File: src/rtl/shift_add_multiplier_pkg.sv
// rtl/shift_add_multiplier_pkg.sv - shared arithmetic state encodings and defaults
// Purpose: state encoding and default operand width shared by the sequential
// arithmetic blocks (multiplier and its companion divider).
package shift_add_multiplier_pkg;

  typedef enum logic [1:0] {
    IDLE = 2'd0,
    RUN  = 2'd1,
    DONE = 2'd2
  } state_t;

  localparam int DEFAULT_WIDTH = 32;

endpackage

File: src/rtl/shift_add_multiplier.sv
// rtl/shift_add_multiplier.sv - sequential shift-and-add W x W -> 2W multiplier
// Purpose: one partial product per clock; result valid WIDTH cycles after accept.
// Ports:
//   clk      rising-edge clock
//   reset    asynchronous active-low reset
//   start    request, sampled only when not busy
//   mcand    multiplicand, sampled with start
//   mplier   multiplier, sampled with start
//   product  2*WIDTH result register, updated only on the last iteration
//   busy     high while iterating
//   finished high from result-valid until the next accepted start
module shift_add_multiplier
  import shift_add_multiplier_pkg::*;
#(
  parameter int WIDTH  = DEFAULT_WIDTH,
  parameter bit SIGNED = 1'b0
) (
  input  logic               clk,
  input  logic               reset,
  input  logic               start,
  input  logic [WIDTH-1:0]   mcand,
  input  logic [WIDTH-1:0]   mplier,
  output logic [2*WIDTH-1:0] product,
  output logic               busy,
  output logic               finished
);

  localparam int CW = $clog2(WIDTH) + 1;

  state_t             state;
  state_t             state_nxt;
  logic [2*WIDTH:0]   acc;
  logic [WIDTH-1:0]   mcand_reg;
  logic               neg;
  logic [CW-1:0]      cnt;

  logic               accept;
  logic               last_iter;
  logic [WIDTH-1:0]   mcand_mag;
  logic [WIDTH-1:0]   mplier_mag;
  logic               neg_in;
  logic [WIDTH:0]     sum;
  logic [2*WIDTH:0]   acc_shift;
  logic [2*WIDTH-1:0] product_nxt;

  assign accept    = start && (state != RUN);
  assign last_iter = (state == RUN) && (cnt == CW'(WIDTH - 1));
  assign busy      = (state == RUN);
  assign finished  = (state == DONE);

  // Signed mode works on magnitudes; -2^(W-1) negates to itself, which read
  // as unsigned is exactly its magnitude 2^(W-1).
  always_comb begin
    mcand_mag  = mcand;
    mplier_mag = mplier;
    neg_in     = 1'b0;
    if (SIGNED) begin
      mcand_mag  = mcand[WIDTH-1]  ? -mcand  : mcand;
      mplier_mag = mplier[WIDTH-1] ? -mplier : mplier;
      neg_in     = mcand[WIDTH-1] ^ mplier[WIDTH-1];
    end
  end

  // acc[2W] is always zero between iterations, so adding into acc[2W:W]
  // equals adding into acc[2W-1:W] with the carry landing in bit 2W.
  always_comb begin
    sum         = acc[0] ? (acc[2*WIDTH:WIDTH] + {1'b0, mcand_reg}) : acc[2*WIDTH:WIDTH];
    acc_shift   = {1'b0, sum, acc[WIDTH-1:1]};
    product_nxt = neg ? -acc_shift[2*WIDTH-1:0] : acc_shift[2*WIDTH-1:0];
  end

  always_ff @(posedge clk or negedge reset) begin
    if (!reset) begin
      state <= IDLE;
    end else begin
      state <= state_nxt;
    end
  end

  always_comb begin
    state_nxt = state;
    case (state)
      IDLE:    if (start) state_nxt = RUN;
      RUN:     if (last_iter) state_nxt = DONE;
      DONE:    if (start) state_nxt = RUN;
      default: state_nxt = IDLE;
    endcase
  end

  always_ff @(posedge clk or negedge reset) begin
    if (!reset) begin
      acc       <= '0;
      mcand_reg <= '0;
      neg       <= 1'b0;
      cnt       <= '0;
      product   <= '0;
    end else if (accept) begin
      mcand_reg <= mcand_mag;
      neg       <= neg_in;
      acc       <= {{(WIDTH + 1){1'b0}}, mplier_mag};
      cnt       <= '0;
    end else if (state == RUN) begin
      acc <= acc_shift;
      cnt <= cnt + 1'b1;
      if (last_iter) begin
        product <= product_nxt;
      end
    end
  end

endmodule

File: config.mk
export PLATFORM = sky130hd
export DESIGN_NAME = shift_add_multiplier
export DESIGN_NICKNAME = d
export VERILOG_FILES = /design/src/rtl/shift_add_multiplier_pkg.sv /design/src/rtl/shift_add_multiplier.sv
export SDC_FILE = /design/constraint.sdc
export NUM_CORES = 1
export LEC_CHECK = 0
export BUFFER_PORTS_ARGS = -buffer_cell sky130_fd_sc_hd__buf_2
export CORE_UTILIZATION = 25
export DETAILED_ROUTE_END_ITERATION = 10
export PLACE_DENSITY = 0.52
export SLEW_MARGIN = 20
export SYNTH_ARGS = -nofsm -noshare
export SYNTH_HDL_FRONTEND = slang
export SYNTH_SLANG_ARGS = --single-unit
export TNS_END_PERCENT = 20
File: constraint.sdc
create_clock -name clk -period 3.08 [get_ports clk]
set_input_delay 0.462 -clock clk [delete_from_list [all_inputs] [get_ports clk]]
set_output_delay 0.462 -clock clk [all_outputs]
set_load 0.01 [all_outputs]
**Word level (Yosys, flattened, before mapping)**

Index checks and enable logic that the tools add are counted.

- Eq/ne operators: 6
- Multiplexer cells: 8
- Bitwise gates (word level): 1
- Reductions and logical operators: 7
- $add $sub $neg: 2

Operators by type and width:

| kind | number |
|---|---|
| 65-bit 2-to-1 mux | 2 |
| 33-bit by 32-bit adder with 33-bit output | 1 |
| 33-bit 2-to-1 mux | 1 |
| 6-bit 2-to-1 mux | 2 |
| 6-bit by 1-bit adder with 6-bit output (second input constant) | 1 |
| 6-bit by 5-bit == test with 1-bit output (second input constant) | 1 |
| 2-bit by 1-bit inequality test with 1-bit output (second input constant) | 3 |
| 2-bit 2-to-1 mux | 2 |
| 2-bit one-hot mux with 2 select lines | 1 |
| 3-bit AND reduction | 1 |
| 2-bit by 1-bit == test with 1-bit output (second input constant) | 1 |
| 2-bit == test (second input constant) | 1 |
| 1-bit logical AND | 2 |
| 2-bit zero test | 1 |
| 2-bit AND reduction | 1 |
| 2-bit nonzero test | 1 |
| 2-bit OR reduction | 1 |
| 1-bit inverter | 1 |

- Word-level logic and storage cells: 29
- Register bits: 169
- Output and inout bits: 66

**Depth between registers and ports, before layout**

- Word-level depth: 4
- Depth in mapped cells: 11
- Gate-level depth less buffers: 11

**Least setup slack after synthesis**

Ideal clock, no wire load.

- Path type: reg-to-reg
- From: reg acc[32]
- To: reg product[61]
- Setup time: 125 ps
- Data arrival time: 2741 ps
- Setup slack: 214 ps
- Period minus slack after synthesis: 2866 ps
- Required time: 2955 ps
- Cell stages (with the launch flop): 12
- Path through: dfrtp_1 > ha_1 > fa_1 > a21o_1 > a21o_1 > a2111o_1 > nand3_2 > a21oi_1 > nand3b_4 > xor2_1 > mux2_4 > mux2_4

- Word-level cells in the longest chain between the ends: 2

RTL lines:

| item | line | text |
|---|---|---|
| from (decl) | shift_add_multiplier.sv:32 | `logic [2*WIDTH:0] acc;` |
| from (signal assigned) | shift_add_multiplier.sv:100 | `acc <= {{(WIDTH + 1){1'b0}}, mplier_mag};` |
| from (signal assigned) | shift_add_multiplier.sv:103 | `acc <= acc_shift;` |
| 33-bit by 32-bit adder with 33-bit output | shift_add_multiplier.sv:67 | `sum = acc[0] ? (acc[2*WIDTH:WIDTH] + {1'b0, mcand_reg}) : acc[2*WIDTH:WIDTH];` |
| 33-bit 2-to-1 mux | shift_add_multiplier.sv:67 |  |
| to (signal assigned) | shift_add_multiplier.sv:106 | `product <= product_nxt;` |
| to (decl) | shift_add_multiplier.sv:23 | `output logic [2*WIDTH-1:0] product,` |

No other way between the ends.
A chain may end at the register's enable or synchronous reset.

**Final worst setup path**

Same ends and word-level chain as after synthesis.

==> results.yml <==
global_routing:
  grt.overflow.total: 0
  gr-usage-all-layers: 0.133
  grt_pass1_vias: 6608
  grt_pass1_wl_mm: 36.8
  grt_max_degree: 74
  antenna_found_initial: 0
sta:
  hold_violations: 10
  setup_viol: 0
  max_freq_mhz: 343
  rsz0062_at_grt: "no"
  relSlewSlack: 0.487
  tightest_slew_ps: 769
  whs_ps: -19.3
  slew_viol_final: 0
  fin_crit_ps: 2920
  post-route-period-util: 0.948
  finClkSkew_ps: 14.8
  setup_tns_ps: 0
yosys:
  avgSynthCellArea_sq_um: 9.71
  synth_cell_type_count: 56
  synth_area_sq_mm: 0.00862
  synth.ff_latch_count: 168
  synth_edf_count: 0
  async_flop_share: 1.00
  synth_cells: 888
  yosysSeqAreaShare: 0.488
  syn_nets: 989
  yosysWarnings: 0
  synthFlopType: "dfrtp_1"
routing:
  wl_met2_mm: 10.4
  drc: 0
  vias: 6708
  routed.top_layer: "met4"
  wl_per_cell_microns: 15.6
  dr.pass1.iters: 4
  drt-total-wl_mm: 22.9
  met1_length_mm: 11.2
  dr_wl_met3_microns: 939
  ant_nets: 0
  drt-initial-drc-count: 371
  via_per_inst: 4.58
power_and_ir_drop:
  p_leak_nw: 4.85
  power_frac_comb: 0.456
  seqPwrFrac: 0.323
  power.internal_mw: 6.23
  finalPower_mw: 10.5
  power_density_mw_per_mm2: 1000
  power.share.switching: 0.405
  p_sw_mw: 4.25
  ir_drop_v: 0.000423
  p_clk_frac: 0.221
floorplan:
  die-area_sq_mm: 0.0352
  die_h_microns: 188
  coreArea_sq_mm: 0.0337
  num_rows: 67
  dieWidth_microns: 188
  initial_utilization: 0.256
  io_pins: 133
cts:
  cts_max_level: 4
  clock_latency_ps: 440
  cts_inserted_buffers: 17
  clk_pin_slew_worst_paths_ps: 70
  root_buffer: "clkbuf_16"
  cts_tree: "yes"
  cts_buffer_depth: 2
  cts.sinks: 168
finish:
  final_cell_mix: "nand2_1 (181), dfrtp_1 (167), buf_2 (131)"
  final_util: 0.310
  final_common_cell: "nand2_1"
  drive_above_1_share: 0.225
  nets: 1104
  syn_to_final_growth_pct: 21.2
setup_path:
  cp-start-kind: "flip-flop"
  crit_fanout: 3
  cp_top_family: "compound AO/OA/AOI/OAI gates"
  critPathMaxStageDelay_ps: 470
  critPathRequiredTime_ps: 3400
  endpoint_kind: "flip-flop"
  cp_slowest_cell: "a2111o_1"
  path_cells: "ha_1 > fa_2 > a21o_1 > a21o_1 > a2111o_1 > nand3_2 > a21oi_1 > nand3b_4 > xor2_1 > mux2_4 > mux2_4"
  rrSetupSlack_ps: 160
  arrival_ps: 3240
  crit_buf_inv: 0
  critPathKind: "reg2reg"
status:
  status: "complete, but fails checks"
  violations: "hold timing"
job:
  max-cap-violations: 0
worst_hold_path:
  hold_path.class: "in2async"
place:
  io_buffers: 132
  dp_hpwl_mm: 16.1
  globalplace.congestion: 0.809
[worst paths after layout]
kind                                  start       endpoint  cells past startpoint
max in group asynchronous             reset  mcand_reg[20]                      2
worst min-delay path                  reset        acc[22]                      1
worst min register to register  product[17]    product[17]                      2
min in group clk                  mcand[25]  mcand_reg[25]                      2
worst max-delay path                acc[32]    product[61]                     11
worst max register to register      acc[32]    product[61]                     11
[power groups by stage]
| stage | Clock [mW] | Sequential [mW] | Combinational (mW) |
|---|---|---|---|
| after CTS | 2.39 | 3.39 | 4.77 |
| after global placement | 0 | 3.42 | 4.71 |
| final | 2.32 | 3.39 | 4.78 |
| after detailed placement | 0 | 3.44 | 4.74 |
| after global routing | 2.48 | 3.49 | 5.36 |
| after floorplan | 0 | 3.19 | 3.73 |
[per-stage QoR]
step / worst slack [ps] / area, sq um / hold WS [ps] / instances
floorplan: 214 / 8620 / 166 / 888
global placement: 67.8 / 9810 / 453 / 1432
detailed placement: 32.6 / 9810 / 458 / 1432
CTS: 25.1 / 10400 / 0.994 / 1464
global route: 31.1 / 10400 / 22.9 / 1464
finish: 161 / 10400 / -19.3 / 1465
[per-layer routing]
metal  vias up  global-route usage
met1      3195               0.183
met5         -                   0
met3        16              0.0286
met4         0              0.0378
met2       147               0.210
li1       3350                   -
[layout make-up]
cell class                 instances  area, sq um
timing repair buffer             150          827
fill                            3591        23300
tap                              448          561
inverter                          11         41.3
sequential                       168         4210
clock inverter                    14          188
clock buffer                      18          429
multi-input combinational        655         4190
antenna                            1         2.50
[synthesized netlist by cell type (all sizes together) (3+ instances only)]
cell    count  area, sq um
and3        4         25.0
clkbuf     41          154
nand2     182          683
inv        10         37.5
mux2i      59          591
a21oi      42          221
nor3        4         20.0
nand4       9         56.3
a31oi      12         75.1
a21o       18          135
mux2       34          390
dfrtp     168         4200
o21a        5         37.5
buf        13         51.3
and4        3         26.3
a41oi       3         33.8
nand2b      4         25.0
or2         4         25.0
ha         33          413
nor2       25         93.8
and2        5         31.3
o21bai      4         30.0
xnor2      16          140
xor2       13          114
nor3b       6         45.0
o21ai     108          541
nand3      38          195
nor2b       3         18.8
[timing repair]
action / CTS / global route
endpoints found under the setup margin: 0 / 12
setup buffers: 0 / 0
hold buffers: 0 / 0
gates resized for setup: 0 / 3
[cells by family after synthesis]
logic type | synth area share
adders and majority gates | 0.0502
DFF | 0.488
AOI/OAI and AO/OA | 0.141
buffers and inverters | 0.0286
xor gates and xnor gates | 0.0295
and+or+nand+nor | 0.149
muxes | 0.114
No activity file was read; power rests on OpenSTA's default activity.
